===== config.mk =====
export PLATFORM = sky130hd
export DESIGN_NAME = keypad_password_capture
export DESIGN_NICKNAME = d
export VERILOG_FILES = /design/src/rtl/keypad_password_capture.sv
export SDC_FILE = /design/constraint.sdc
export NUM_CORES = 1
export LEC_CHECK = 0
export ABC_AREA = 1
export CAP_MARGIN = 30
export CORE_UTILIZATION = 30
export DETAILED_ROUTE_END_ITERATION = 6
export PLACE_DENSITY_LB_ADDON = 0.25
export SYNTH_ARGS = -nofsm -noshare
export SYNTH_HDL_FRONTEND = slang
export SYNTH_SLANG_ARGS = --single-unit

===== constraint.sdc =====
create_clock -name clk -period 1.85 [get_ports clk]
set_input_delay 0.37 -clock clk [delete_from_list [all_inputs] [get_ports clk]]
set_output_delay 0.37 -clock clk [all_outputs]
set_load 0.01 [all_outputs]

===== src/rtl/keypad_password_capture.sv =====
// keypad_password_capture
//   Collects debounced BCD digits from the parking keypad and packs them with
//   the first digit at the MSB. When the driver presses enter after exactly
//   DIGITS digits, the packed value is copied to password_input and pwd_valid
//   pulses for one cycle. Short submits, extra digits and idle timeouts pulse
//   entry_error instead. While the controller reports alarm_blocked (lock_in)
//   the keypad is ignored and any partial entry is discarded.
//
// Optional feature macro: KEYPAD_BACKSPACE_EN
//   defined   : key 0xC in ENTRY removes the most recent digit
//   undefined : key 0xC is a reserved code, ignored in every state
//
// Ports
//   clk             rising-edge clock
//   rst             asynchronous reset, active-low
//   key_valid       key_code valid this cycle
//   key_code        0-9 digit, 0xA clear, 0xB enter, 0xC backspace, 0xD-0xF reserved
//   lock_in         1 = keypad locked out (controller alarm_blocked)
//   password_input  last submitted password, held until the next submit
//   pwd_valid       1-cycle strobe: password_input newly updated
//   entry_error     1-cycle strobe: short submit, overflow digit or timeout
//   digit_count     digits currently buffered (saturates at DIGITS)
//   busy            1 while an entry is in progress
module keypad_password_capture #(
  parameter int DIGITS         = 4,
  parameter int TIMEOUT_CYCLES = 1000,
  localparam int PW_W          = 4 * DIGITS,
  localparam int CNT_W         = $clog2(DIGITS + 1),
  localparam int TMR_W         = $clog2(TIMEOUT_CYCLES)
) (
  input  logic             clk,
  input  logic             rst,
  input  logic             key_valid,
  input  logic [3:0]       key_code,
  input  logic             lock_in,
  output logic [PW_W-1:0]  password_input,
  output logic             pwd_valid,
  output logic             entry_error,
  output logic [CNT_W-1:0] digit_count,
  output logic             busy
);

  localparam logic [3:0] KEY_CLEAR = 4'hA;
  localparam logic [3:0] KEY_ENTER = 4'hB;
`ifdef KEYPAD_BACKSPACE_EN
  localparam logic [3:0] KEY_BKSP  = 4'hC;
`endif

  localparam logic [CNT_W-1:0] CNT_FULL  = CNT_W'(DIGITS);
  localparam logic [TMR_W-1:0] TMR_LAST  = TMR_W'(TIMEOUT_CYCLES - 1);

  typedef enum logic [1:0] {
    IDLE   = 2'd0,
    ENTRY  = 2'd1,
    LOCKED = 2'd2
  } state_t;

  state_t           state, state_n;
  logic [PW_W-1:0]  shift_buf, shift_buf_n;
  logic [PW_W-1:0]  pw_n;
  logic [CNT_W-1:0] count_n;
  logic [TMR_W-1:0] timer, timer_n;
  logic             valid_n, err_n;
  logic             is_digit;

  assign is_digit = (key_code <= 4'd9);
  assign busy     = (state == ENTRY);

  // NOTE: sequential state uses non-blocking assignments so every register
  // samples the pre-edge values computed by the combinational block.
  always_ff @(posedge clk or negedge rst) begin
    if (!rst) begin
      state          <= IDLE;
      shift_buf      <= '0;
      password_input <= '0;
      pwd_valid      <= 1'b0;
      entry_error    <= 1'b0;
      digit_count    <= '0;
      timer          <= '0;
    end else begin
      state          <= state_n;
      shift_buf      <= shift_buf_n;
      password_input <= pw_n;
      pwd_valid      <= valid_n;
      entry_error    <= err_n;
      digit_count    <= count_n;
      timer          <= timer_n;
    end
  end

  // NOTE: every signal driven here gets a default first, so no path through
  // the case statement can leave a value unassigned and infer a latch.
  always_comb begin
    state_n     = state;
    shift_buf_n = shift_buf;
    pw_n        = password_input;
    count_n     = digit_count;
    timer_n     = timer;
    valid_n     = 1'b0;
    err_n       = 1'b0;

    unique case (state)
      IDLE: begin
        timer_n = '0;
        if (key_valid) begin
          if (is_digit) begin
            shift_buf_n = PW_W'(key_code);
            count_n     = CNT_W'(1);
            state_n     = ENTRY;
          end else if (key_code == KEY_ENTER) begin
            err_n = 1'b1;  // nothing buffered: always a short submit
          end
        end
      end

      ENTRY: begin
        if (key_valid && is_digit) begin
          // Any digit counts as activity, even one dropped on overflow.
          timer_n = '0;
          if (digit_count < CNT_FULL) begin
            shift_buf_n = (shift_buf << 4) | PW_W'(key_code);
            count_n     = digit_count + CNT_W'(1);
          end else begin
            err_n = 1'b1;
          end
        end else if (key_valid && key_code == KEY_ENTER) begin
          if (digit_count == CNT_FULL) begin
            pw_n    = shift_buf;
            valid_n = 1'b1;
          end else begin
            err_n = 1'b1;
          end
          shift_buf_n = '0;
          count_n     = '0;
          timer_n     = '0;
          state_n     = IDLE;
        end else if (key_valid && key_code == KEY_CLEAR) begin
          shift_buf_n = '0;
          count_n     = '0;
          timer_n     = '0;
          state_n     = IDLE;
`ifdef KEYPAD_BACKSPACE_EN
        end else if (key_valid && key_code == KEY_BKSP) begin
          // digit_count is at least 1 in ENTRY, so the decrement cannot wrap.
          shift_buf_n = shift_buf >> 4;
          count_n     = digit_count - CNT_W'(1);
          timer_n     = '0;
          if (digit_count == CNT_W'(1)) state_n = IDLE;
`endif
        end else if (timer == TMR_LAST) begin
          // Reserved codes are not activity and fall through to here.
          shift_buf_n = '0;
          count_n     = '0;
          timer_n     = '0;
          err_n       = 1'b1;
          state_n     = IDLE;
        end else begin
          timer_n = timer + TMR_W'(1);
        end
      end

      LOCKED: begin
        if (!lock_in) state_n = IDLE;
      end

      default: state_n = IDLE;
    endcase

    // Lockout overrides everything decided above, including a same-cycle key.
    if (lock_in) begin
      state_n     = LOCKED;
      shift_buf_n = '0;
      count_n     = '0;
      timer_n     = '0;
      pw_n        = password_input;
      valid_n     = 1'b0;
      err_n       = 1'b0;
    end
  end

endmodule


==> results of run 1 <==
## placed cells by master, fill, tap and decap left out, types with 2 or more instances in the layout
cell type and instances:
nand3_1 29, nand2_2 6, dfrtp_1 49, o21ai_1 2
nor2_4 3, nand2_1 95, ha_1 3, clkbuf_8 5
nand4_1 2, nand2_4 4, nor2_1 32, nor2_2 3
xor2_1 3, o21ai_0 12, inv_2 6, a21oi_1 6
buf_12 3, o21ai_2 6, inv_1 31, clkdlybuf4s50_1 27
buf_4 13
## through the flow
step           hold WS (ps)  instance area, um^2
2_1_floorplan          74.4                 2490
3_3_place_gp            378                 2970
3_5_place_dp            375                 2970
4_1_cts                45.1                 3070
5_1_grt                40.9                 3070
6_report               33.6                 3070
## state kept, by name, indices dropped and copies added (netlist names)
name / flops
digit_count: 3
pwd_valid: 1
timer: 10
state: 2
shift_buf: 16
entry_error: 1
password_input: 16
## timing repair
action / in CTS / in global routing
gates resized for setup: 0 / 1
endpoints found under the setup margin: 1 / 1
setup buffers: 1 / 0
cloned: 0 / 0
## cells by family (layout without fill, tap and decap cells)
| logic type | count (synthesis) | in the layout |
|---|---|---|
| buffers and inverters | 47 | 90 |
| adder cells (fa/ha/maj) | 3 | 3 |
| AO/OA/AOI/OAI | 28 | 28 |
| flip-flops | 49 | 49 |
| XOR/XNOR | 3 | 3 |
| AND/OR/NAND/NOR | 177 | 177 |
## metal layers
layer | vias to the layer above | routed length (um)
met4 | 0 | 79
met2 | 31 | 2130
li1 | 1037 | -
met5 | - | 0
met1 | 906 | 2550
met3 | 10 | 132
## worst paths after layout
check	startpoint	endpoint	slack, ps
max	digit_count[2]	digit_count[2]	120
min in group clk	shift_buf[11]	shift_buf[11]	480
min reg2reg	shift_buf[11]	shift_buf[11]	480
max in group asynchronous	rst	shift_buf[9]	1590
min	rst	state[1]	30
max reg2reg	timer[1]	shift_buf[12]	250
## power groups by stage
| stage | Sequential [W] | Combinational (W) | Clock, W |
|---|---|---|---|
| finish | 0.00110 | 0.000191 | 0.000641 |
| global route | 0.00110 | 0.000217 | 0.000719 |
| CTS | 0.00110 | 0.000196 | 0.000671 |
| detailed placement | 0.00112 | 0.000193 | 0 |
| global placement | 0.00112 | 0.000193 | 0 |
| floorplan | 0.00112 | 0.000102 | 0 |
## final cells by class
| class | count | area share, % |
|---|---|---|
| Sequential cell | 49 | 39.9 |
| Multi-Input combinational cell | 211 | 33.8 |
| Timing Repair Buffer | 45 | 14.5 |
| Inverter | 37 | 4.52 |
| Tap cell | 102 | 4.16 |
| Clock buffer | 5 | 2.24 |
| Clock inverter | 3 | 0.815 |
==> results.sh, run 1 <==
export IMPL_status="finished clean"
export IMPL_synth_edf_count=0
export IMPL_power_internal_w=0.00143
export IMPL_final_period_utilization_pct=93.5
export IMPL_synth_top_area_cell="dfrtp_1"
export IMPL_multi_input_area_um2=1040
export IMPL_clkTransAtPathRegs_ps=90
export IMPL_syn_avg_cell_area_um2=8.10
export IMPL_ys_seq_area_share_pct=49.3
export IMPL_grt_max_degree=50
export IMPL_critPathMaxStageDelay_ps=590
export IMPL_crit_cells=1
export IMPL_grt_pass1_vias=1944
export IMPL_worst_slew_pin_slew_ps=266
export IMPL_layout_setup_ws_ps=120
export IMPL_cts_buffer_depth=2
export IMPL_critical_path_buf_inv_count=1
export IMPL_ys_types=26
export IMPL_synthSimpleGateAreaFrac_pct=32.5
export IMPL_crit_arrival_ps=1360
export IMPL_cp_max_fo=6
export IMPL_cpLargestDelayFamily="buffers and inverters"
export IMPL_cts_buffers=5
export IMPL_synthArstFlopShare_pct=100
export IMPL_die_h_um=93.0
export IMPL_min_path_type="input pin to asynchronous set/reset pin"
export IMPL_clock_latency_ps=300
export IMPL_ctsRootBufferMaster="clkbuf_8"
export IMPL_switching_share_pct=25.8
export IMPL_postRouteAntennaNets=0
export IMPL_setup_viol=0
export IMPL_worst_setup_path_start_kind="flip-flop"
export IMPL_power_frac_clock_pct=33.2
export IMPL_layout_cells_non_filler=452
export IMPL_grt_pass1_wl_um=8910
export IMPL_fin_setup_tns_ps=0
export IMPL_hpwl_um=3540
export IMPL_slew_headroom_pct=82.2
export IMPL_final_util_pct=38.9
export IMPL_clock_sinks=49
export IMPL_synthCells=307
export IMPL_hold_viol_final=0
export IMPL_synth_seq_cells=49
export IMPL_synthTopCellsByCount="95 x nand2_1, 49 x dfrtp_1, 32 x nor2_1"
export IMPL_synth_xor_area_share_pct=1.06
export IMPL_drt_iter0_drc=103
export IMPL_cp_required_ps=1480
export IMPL_rsz0062_at_grt="no"
export IMPL_cts_tree="yes"
export IMPL_met3_usage_pct=2.60
export IMPL_num_vias=1984
export IMPL_worstPathCellList="clkdlybuf4s50_1"
export IMPL_ys_top_cells_by_area="dfrtp_1 49%, nand2_1 14%, nand3_1 5.8%, nor2_1 4.8%, inv_1 4.7%"
export IMPL_first_pass_iters=4
export IMPL_fmaxAchievable_mhz=578
export IMPL_grt_use_met1_pct=18.2
export IMPL_diodes=0
export IMPL_synth_top_area_share_pct=49.3
export IMPL_cpMaxStageDelayCell="clkdlybuf4s50_1"
export IMPL_gp_congestion=0.767
export IMPL_die_w_um=93.0
export IMPL_wl_um=4890
export IMPL_fp_row_count=32
export IMPL_p_leak_nw=1.50
export IMPL_layout_drive_gt1_share_pct=16.0
export IMPL_ys_warn_count=0
export IMPL_start_util_pct=31.5
export IMPL_portBuffers=29
export IMPL_syn2layout_area_growth_pct=23.5
export IMPL_syn_area_um2=2490
export IMPL_nets=360
export IMPL_power_switching_w=0.000498
export IMPL_placed_cells=443
export IMPL_synth_adder_area_share_pct=1.51
export IMPL_cellPowerDensity_nw_per_um2=629
export IMPL_synth_ff_type="dfrtp_1"
export IMPL_htree_levels=2
export IMPL_comb_power_share_pct=9.9
export IMPL_slew_viol_final=0
export IMPL_grt_most_used_layer="met2"
export IMPL_period_minus_slack_ps=1730
export IMPL_met2_usage_pct=19.2
export IMPL_post_place_ws_ps=-133
export IMPL_pin_count=30
export IMPL_synth_top_family_by_area="simple AND/OR/NAND/NOR gates"
export IMPL_total_power_w=0.00193
export IMPL_synth_most_common_cell="nand2_1"
export IMPL_wl_per_cell_um=10.8
export IMPL_grt_overflow=0
export IMPL_crit_type="flip-flop to output pin"
export IMPL_fp_dieArea_um2=8660
export IMPL_peakVddDrop_uv=304
export IMPL_cts_hold_buffers=0
export IMPL_ff_latch_area_um2=1230
export IMPL_skew_ps=9.53
export IMPL_ff2ff_path_depth=10
export IMPL_critPathCaptureType="output pin"
export IMPL_fillerInstances=838
export IMPL_core_area_um2=7890
export IMPL_maxCapViolCount=0
export IMPL_synth_area_mux_share_pct=0
export IMPL_synth_compound_gate_area_share_pct=6.74
export IMPL_avgViaCountPerCell=4.39
export IMPL_grt_total_usage_pct=12.8
export IMPL_power_frac_seq_pct=56.9
export IMPL_antenna_found_initial=0
export IMPL_synth_fp_nets=318
export IMPL_drc=0
(Power assumes the default switching activity.)
==> run 2: changes to the inputs <==
==> constraint.sdc (replaced) <==
create_clock -name clk -period 1.85 [get_ports clk]
set_input_delay 0.555 -clock clk [delete_from_list [all_inputs] [get_ports clk]]
set_output_delay 0.555 -clock clk [all_outputs]
set_load 0.01 [all_outputs]
==> run 2 against run 1 <==
Sequential share of layout area is 0.92 points lower. Count of clock-buffer cells in the layout is 1 higher. Routed wire length is 7.3% higher. Worst hold slack better by 170 ps. Cell count is 1.8% higher. Die area stayed put. Register-to-register slack hardly changed. Clock power is 0.6% lower. Core utilization is 0.92 points higher. Combinational power is 9% higher. Global-route usage is 0.75 points higher. Critical path type unchanged. Largest cell class unchanged. Largest power group unchanged.
==> results.sh, run 2 (same netlist as run 1, synthesis figures left out) <==
export IMPL_pin_count=30
export IMPL_maxCapViolCount=0
export IMPL_multi_input_area_um2=1050
export IMPL_comb_power_share_pct=10.7
export IMPL_final_period_utilization_pct=96.2
export IMPL_worst_setup_path_start_kind="flip-flop"
export IMPL_slew_headroom_pct=81.3
export IMPL_grt_pass1_wl_um=9360
export IMPL_crit_type="flip-flop to output pin"
export IMPL_first_pass_iters=4
export IMPL_reg2reg_from="timer[1]"
export IMPL_power_frac_clock_pct=32.8
export IMPL_slew_viol_final=0
export IMPL_cpMaxStageDelayCell="clkdlybuf4s50_1"
export IMPL_grt_use_met1_pct=18.3
export IMPL_met2_usage_pct=22.2
export IMPL_avgViaCountPerCell=4.47
export IMPL_cts_tree="yes"
export IMPL_grt_pass1_vias=2051
export IMPL_largest_registers="password_input (16), shift_buf (16), timer (10)"
export IMPL_cts_buffer_depth=2
export IMPL_switching_share_pct=26.1
export IMPL_ff_latch_area_um2=1230
export IMPL_grt_overflow=0
export IMPL_die_h_um=93.0
export IMPL_gp_congestion=0.804
export IMPL_peakVddDrop_uv=247
export IMPL_die_w_um=93.0
export IMPL_total_power_w=0.00194
export IMPL_crit_arrival_ps=1230
export IMPL_wl_per_cell_um=11.4
export IMPL_worst_slew_pin_slew_ps=280
export IMPL_hpwl_um=3640
export IMPL_layout_cells_non_filler=460
export IMPL_clkTransAtPathRegs_ps=90
export IMPL_status="finished clean"
export IMPL_clock_sinks=49
export IMPL_cpLargestDelayFamily="buffers and inverters"
export IMPL_grt_total_usage_pct=13.6
export IMPL_cp_required_ps=1290
export IMPL_critPathCaptureType="output pin"
export IMPL_placed_cells=450
export IMPL_drc=0
export IMPL_power_switching_w=0.000507
export IMPL_worstPathCellList="clkdlybuf4s50_1"
export IMPL_dpl_cell_area_um2=3020
export IMPL_fmaxAchievable_mhz=562
export IMPL_grt_max_degree=50
export IMPL_final_area_um2=3140
export IMPL_grt_most_used_layer="met2"
export IMPL_portBuffers=29
export IMPL_layout_drive_gt1_share_pct=17.6
export IMPL_p_leak_nw=1.56
export IMPL_fp_dieArea_um2=8660
export IMPL_fillerInstances=828
export IMPL_met3_usage_pct=2.20
export IMPL_syn2layout_area_growth_pct=26.4
export IMPL_final_common_cell="nand2_1"
export IMPL_reg2reg_slack_ps=250
export IMPL_final_util_pct=39.8
export IMPL_num_vias=2057
export IMPL_core_area_um2=7890
export IMPL_clock_latency_ps=300
export IMPL_nets=368
export IMPL_drt_iter0_drc=73
export IMPL_power_internal_w=0.00144
export IMPL_cts_hold_buffers=0
export IMPL_antenna_found_initial=0
export IMPL_cellPowerDensity_nw_per_um2=618
export IMPL_ctsRootBufferMaster="clkbuf_8"
export IMPL_skew_ps=6.99
export IMPL_postRouteAntennaNets=0
export IMPL_cts_buffers=5
export IMPL_cp_max_fo=2
export IMPL_period_minus_slack_ps=1780
export IMPL_ff2ff_path_depth=10
export IMPL_power_frac_seq_pct=56.5
export IMPL_critical_path_buf_inv_count=1
export IMPL_start_util_pct=31.5
export IMPL_rsz0062_at_grt="no"
export IMPL_diodes=0
export IMPL_setup_viol=0
export IMPL_fp_row_count=32
export IMPL_htree_levels=2
export IMPL_hold_viol_final=0
export IMPL_layout_common_cells="95 x nand2_1, 49 x dfrtp_1, 32 x nor2_1"
export IMPL_min_path_type="input pin to asynchronous set/reset pin"
export IMPL_critPathMaxStageDelay_ps=540
export IMPL_wl_um=5250
export IMPL_reg2reg_to="shift_buf[4]"
run 2: worst max-delay path by stage:
stage                    from        endpoint  slack [ps]  depth (start not counted)
2_1_floorplan     key_code[3]  digit_count[1]         350                          9
3_3_place_gp      key_code[2]    shift_buf[4]        -270                          9
3_5_place_dp        key_valid    shift_buf[5]        -310                         10
4_1_cts             key_valid    shift_buf[5]          10                         10
5_1_grt        digit_count[0]  digit_count[0]          20                          1
6_report       digit_count[0]  digit_count[0]          70                          1
run 2: metrics by stage:
step           hold slack (ps)  setup TNS (ps)  setup slack [ps]
3_3_place_gp               456          -10310              -270
2_1_floorplan              259               0               354
3_5_place_dp               458          -11950              -310
4_1_cts                    228               0              9.71
5_1_grt                    229               0              18.4
6_report                   203               0              69.5
run 2: area by class of cell:
class                           count  area share (%)
Multi-Input combinational cell    211            33.3
Clock inverter                      2           0.478
Clock buffer                        6            2.31
Sequential cell                    49            39.0
Inverter                           37            4.42
Timing Repair Buffer               53            16.4
Tap cell                          102            4.06
run 2: power by group through the flow:
| stage | registers [W] | clock network (W) | logic, W |
|---|---|---|---|
| floorplan | 0.00112 | 0 | 0.000102 |
| global placement | 0.00112 | 0 | 0.000200 |
| detailed placement | 0.00112 | 0 | 0.000202 |
| CTS | 0.00110 | 0.000664 | 0.000209 |
| global route | 0.00110 | 0.000703 | 0.000235 |
| finish | 0.00110 | 0.000637 | 0.000208 |
run 2: repair_timing:
item | 4_1_cts | 5_1_grt
setup endpoints to repair | 3 | 39
setup buffers | 2 | 0
pin swaps | 0 | 3
resized for setup | 1 | 6
run 2: metal layers:
| metal | part of all wire, % | routed length [um] | vias up |
|---|---|---|---|
| li1 | - | - | 1053 |
| met1 | 51 | 2690 | 971 |
| met2 | 45 | 2350 | 27 |
| met3 | 2.5 | 129 | 6 |
| met4 | 1.4 | 75 | 0 |
| met5 | 0 | 0 | - |
==> run 3: changes to the inputs <==
Settings changed: CTS_BUF_LIST from default to sky130_fd_sc_hd__clkbuf_4 sky130_fd_sc_hd__clkbuf_8.
==> run 3 against run 2 <==
Die area stayed put. Sequential cell count unchanged. Clock power rose by 2%. Via count increased by 0.34%. Combinational power is essentially flat. Critical endpoint unchanged. Setup slack lost 7.8 ps. Routed wire length shrank 0.17%. Global-route usage is essentially flat. Critical path depth is the same. Cell count unchanged. Core utilization is essentially flat.
==> results.sh, run 3 (same netlist as run 1, synthesis figures left out) <==
export IMPL_status="finished clean"
export IMPL_cts_buffers=5
export IMPL_gp_congestion=0.804
export IMPL_critPathCapture="digit_count[0]"
export IMPL_cts_hold_buffers=0
export IMPL_postRouteAntennaNets=0
export IMPL_diodes=0
export IMPL_clkTransAtPathRegs_ps=100
export IMPL_core_area_um2=7890
export IMPL_hold_viol_final=0
export IMPL_grt_pass1_vias=2052
export IMPL_avgViaCountPerCell=4.49
export IMPL_cpMaxStageDelayCell="clkdlybuf4s50_1"
export IMPL_reg2reg_to="shift_buf[12]"
export IMPL_worst_slew_pin_slew_ps=286
export IMPL_fp_dieArea_um2=8660
export IMPL_p_leak_nw=1.56
export IMPL_skew_ps=8.60
export IMPL_final_common_cell="nand2_1"
export IMPL_worstPathCellList="clkdlybuf4s50_1"
export IMPL_layout_common_cells="95 x nand2_1, 49 x dfrtp_1, 32 x nor2_1"
export IMPL_timing_critical_path_from="digit_count[0]"
export IMPL_wl_um=5240
export IMPL_critPathCaptureType="output pin"
export IMPL_reg2reg_from="timer[1]"
export IMPL_hpwl_um=3640
export IMPL_antenna_found_initial=0
export IMPL_total_power_w=0.00196
export IMPL_cts_buffer_depth=2
export IMPL_wl_per_cell_um=11.4
export IMPL_worst_setup_path_start_kind="flip-flop"
export IMPL_maxCapViolCount=0
export IMPL_clock_sinks=49
export IMPL_power_frac_clock_pct=33.3
export IMPL_first_pass_iters=4
export IMPL_final_period_utilization_pct=96.7
export IMPL_rsz0062_at_grt="no"
export IMPL_num_vias=2064
export IMPL_grt_total_usage_pct=13.5
export IMPL_power_internal_w=0.00145
export IMPL_slew_viol_final=0
export IMPL_setup_viol=0
export IMPL_slew_headroom_pct=81.0
export IMPL_comb_power_share_pct=10.6
export IMPL_crit_cells=1
export IMPL_largest_registers="password_input (16), shift_buf (16), timer (10)"
export IMPL_crit_arrival_ps=1230
export IMPL_htree_levels=2
export IMPL_syn2layout_area_growth_pct=26.6
export IMPL_final_area_um2=3150
export IMPL_critPathMaxStageDelay_ps=550
export IMPL_nets=368
export IMPL_portBuffers=29
export IMPL_pin_count=30
export IMPL_layout_drive_gt1_share_pct=17.9
export IMPL_reg2reg_slack_ps=250
export IMPL_drc=0
export IMPL_grt_pass1_wl_um=9320
export IMPL_start_util_pct=31.5
export IMPL_critical_path_buf_inv_count=1
export IMPL_ff2ff_path_depth=10
export IMPL_switching_share_pct=25.9
export IMPL_grt_max_degree=50
export IMPL_power_switching_w=0.000508
export IMPL_cp_max_fo=2
export IMPL_dpl_cell_area_um2=3020
export IMPL_cellPowerDensity_nw_per_um2=622
export IMPL_die_h_um=93.0
export IMPL_peakVddDrop_uv=250
export IMPL_clock_latency_ps=310
export IMPL_die_w_um=93.0
export IMPL_min_path_type="input pin to asynchronous set/reset pin"
export IMPL_ctsRootBufferMaster="clkbuf_8"
export IMPL_cp_required_ps=1290
export IMPL_fmaxAchievable_mhz=559
export IMPL_power_frac_seq_pct=56.1
export IMPL_fp_row_count=32
export IMPL_grt_overflow=0
export IMPL_cts_tree="yes"
export IMPL_drt_iter0_drc=73
export IMPL_cpLargestDelayFamily="buffers and inverters"
export IMPL_crit_type="flip-flop to output pin"
export IMPL_period_minus_slack_ps=1790
==> run 3: cell count changes in the layout (fill, tap and decap cells not counted) <==
cell | before | now
clkbuf_4 | 0 | 1
clkbuf_1 | 1 | 0
==> run 3: how the worst min path moves through the flow <==
stage / cells past startpoint / from / end
6_report: 2 / rst / state[1]
4_1_cts: 2 / rst / shift_buf[3]
3_5_place_dp: 2 / shift_buf[8] / shift_buf[8]
5_1_grt: 2 / rst / shift_buf[3]
3_3_place_gp: 2 / shift_buf[7] / shift_buf[7]
2_1_floorplan: 0 / rst / digit_count[0]
==> run 3: final cells by class <==
| type | instances | area (um^2) |
|---|---|---|
| clock buffers | 6 | 76.3 |
| clock inverters | 2 | 15.0 |
| fillers | 826 | 4740 |
| inverters | 37 | 139 |
| multi-input cells | 211 | 1050 |
| flip-flops and latches | 49 | 1230 |
| well taps | 102 | 128 |
| repair buffers | 53 | 515 |
==> run 3: power by group through the flow <==
stage	combinational, W	clock, W	sequential (W)
finish	0.000208	0.000652	0.00110
global route	0.000235	0.000713	0.00110
CTS	0.000209	0.000679	0.00110
detailed placement	0.000202	0	0.00112
global placement	0.000200	0	0.00112
floorplan	0.000102	0	0.00112
==> run 3: metrics by stage <==
stage,setup slack (ps),cells,hold slack [ps],setup TNS [ps],utilization (%)
floorplan,354,307,259,0,-
global placement,-270,450,456,-10310,38.3
detailed placement,-310,450,458,-11950,38.3
CTS,9.71,460,228,0,39.6
global route,22.9,460,233,0,39.9
finish,61.7,460,198,0,39.9
==> run 3: metal layers <==
| metal | track usage, % | part of all wire [%] |
|---|---|---|
| met1 | 18.2 | 51 |
| met2 | 22.2 | 45 |
| met3 | 2.20 | 2.5 |
| met4 | 4.23 | 1.4 |
| met5 | 0 | 0 |
==> run 3: timing repair <==
action                     4_1_cts  5_1_grt
pin swaps                        0        3
resized for setup                1        6
setup endpoints to repair        3       39
buffers inserted                 2        0
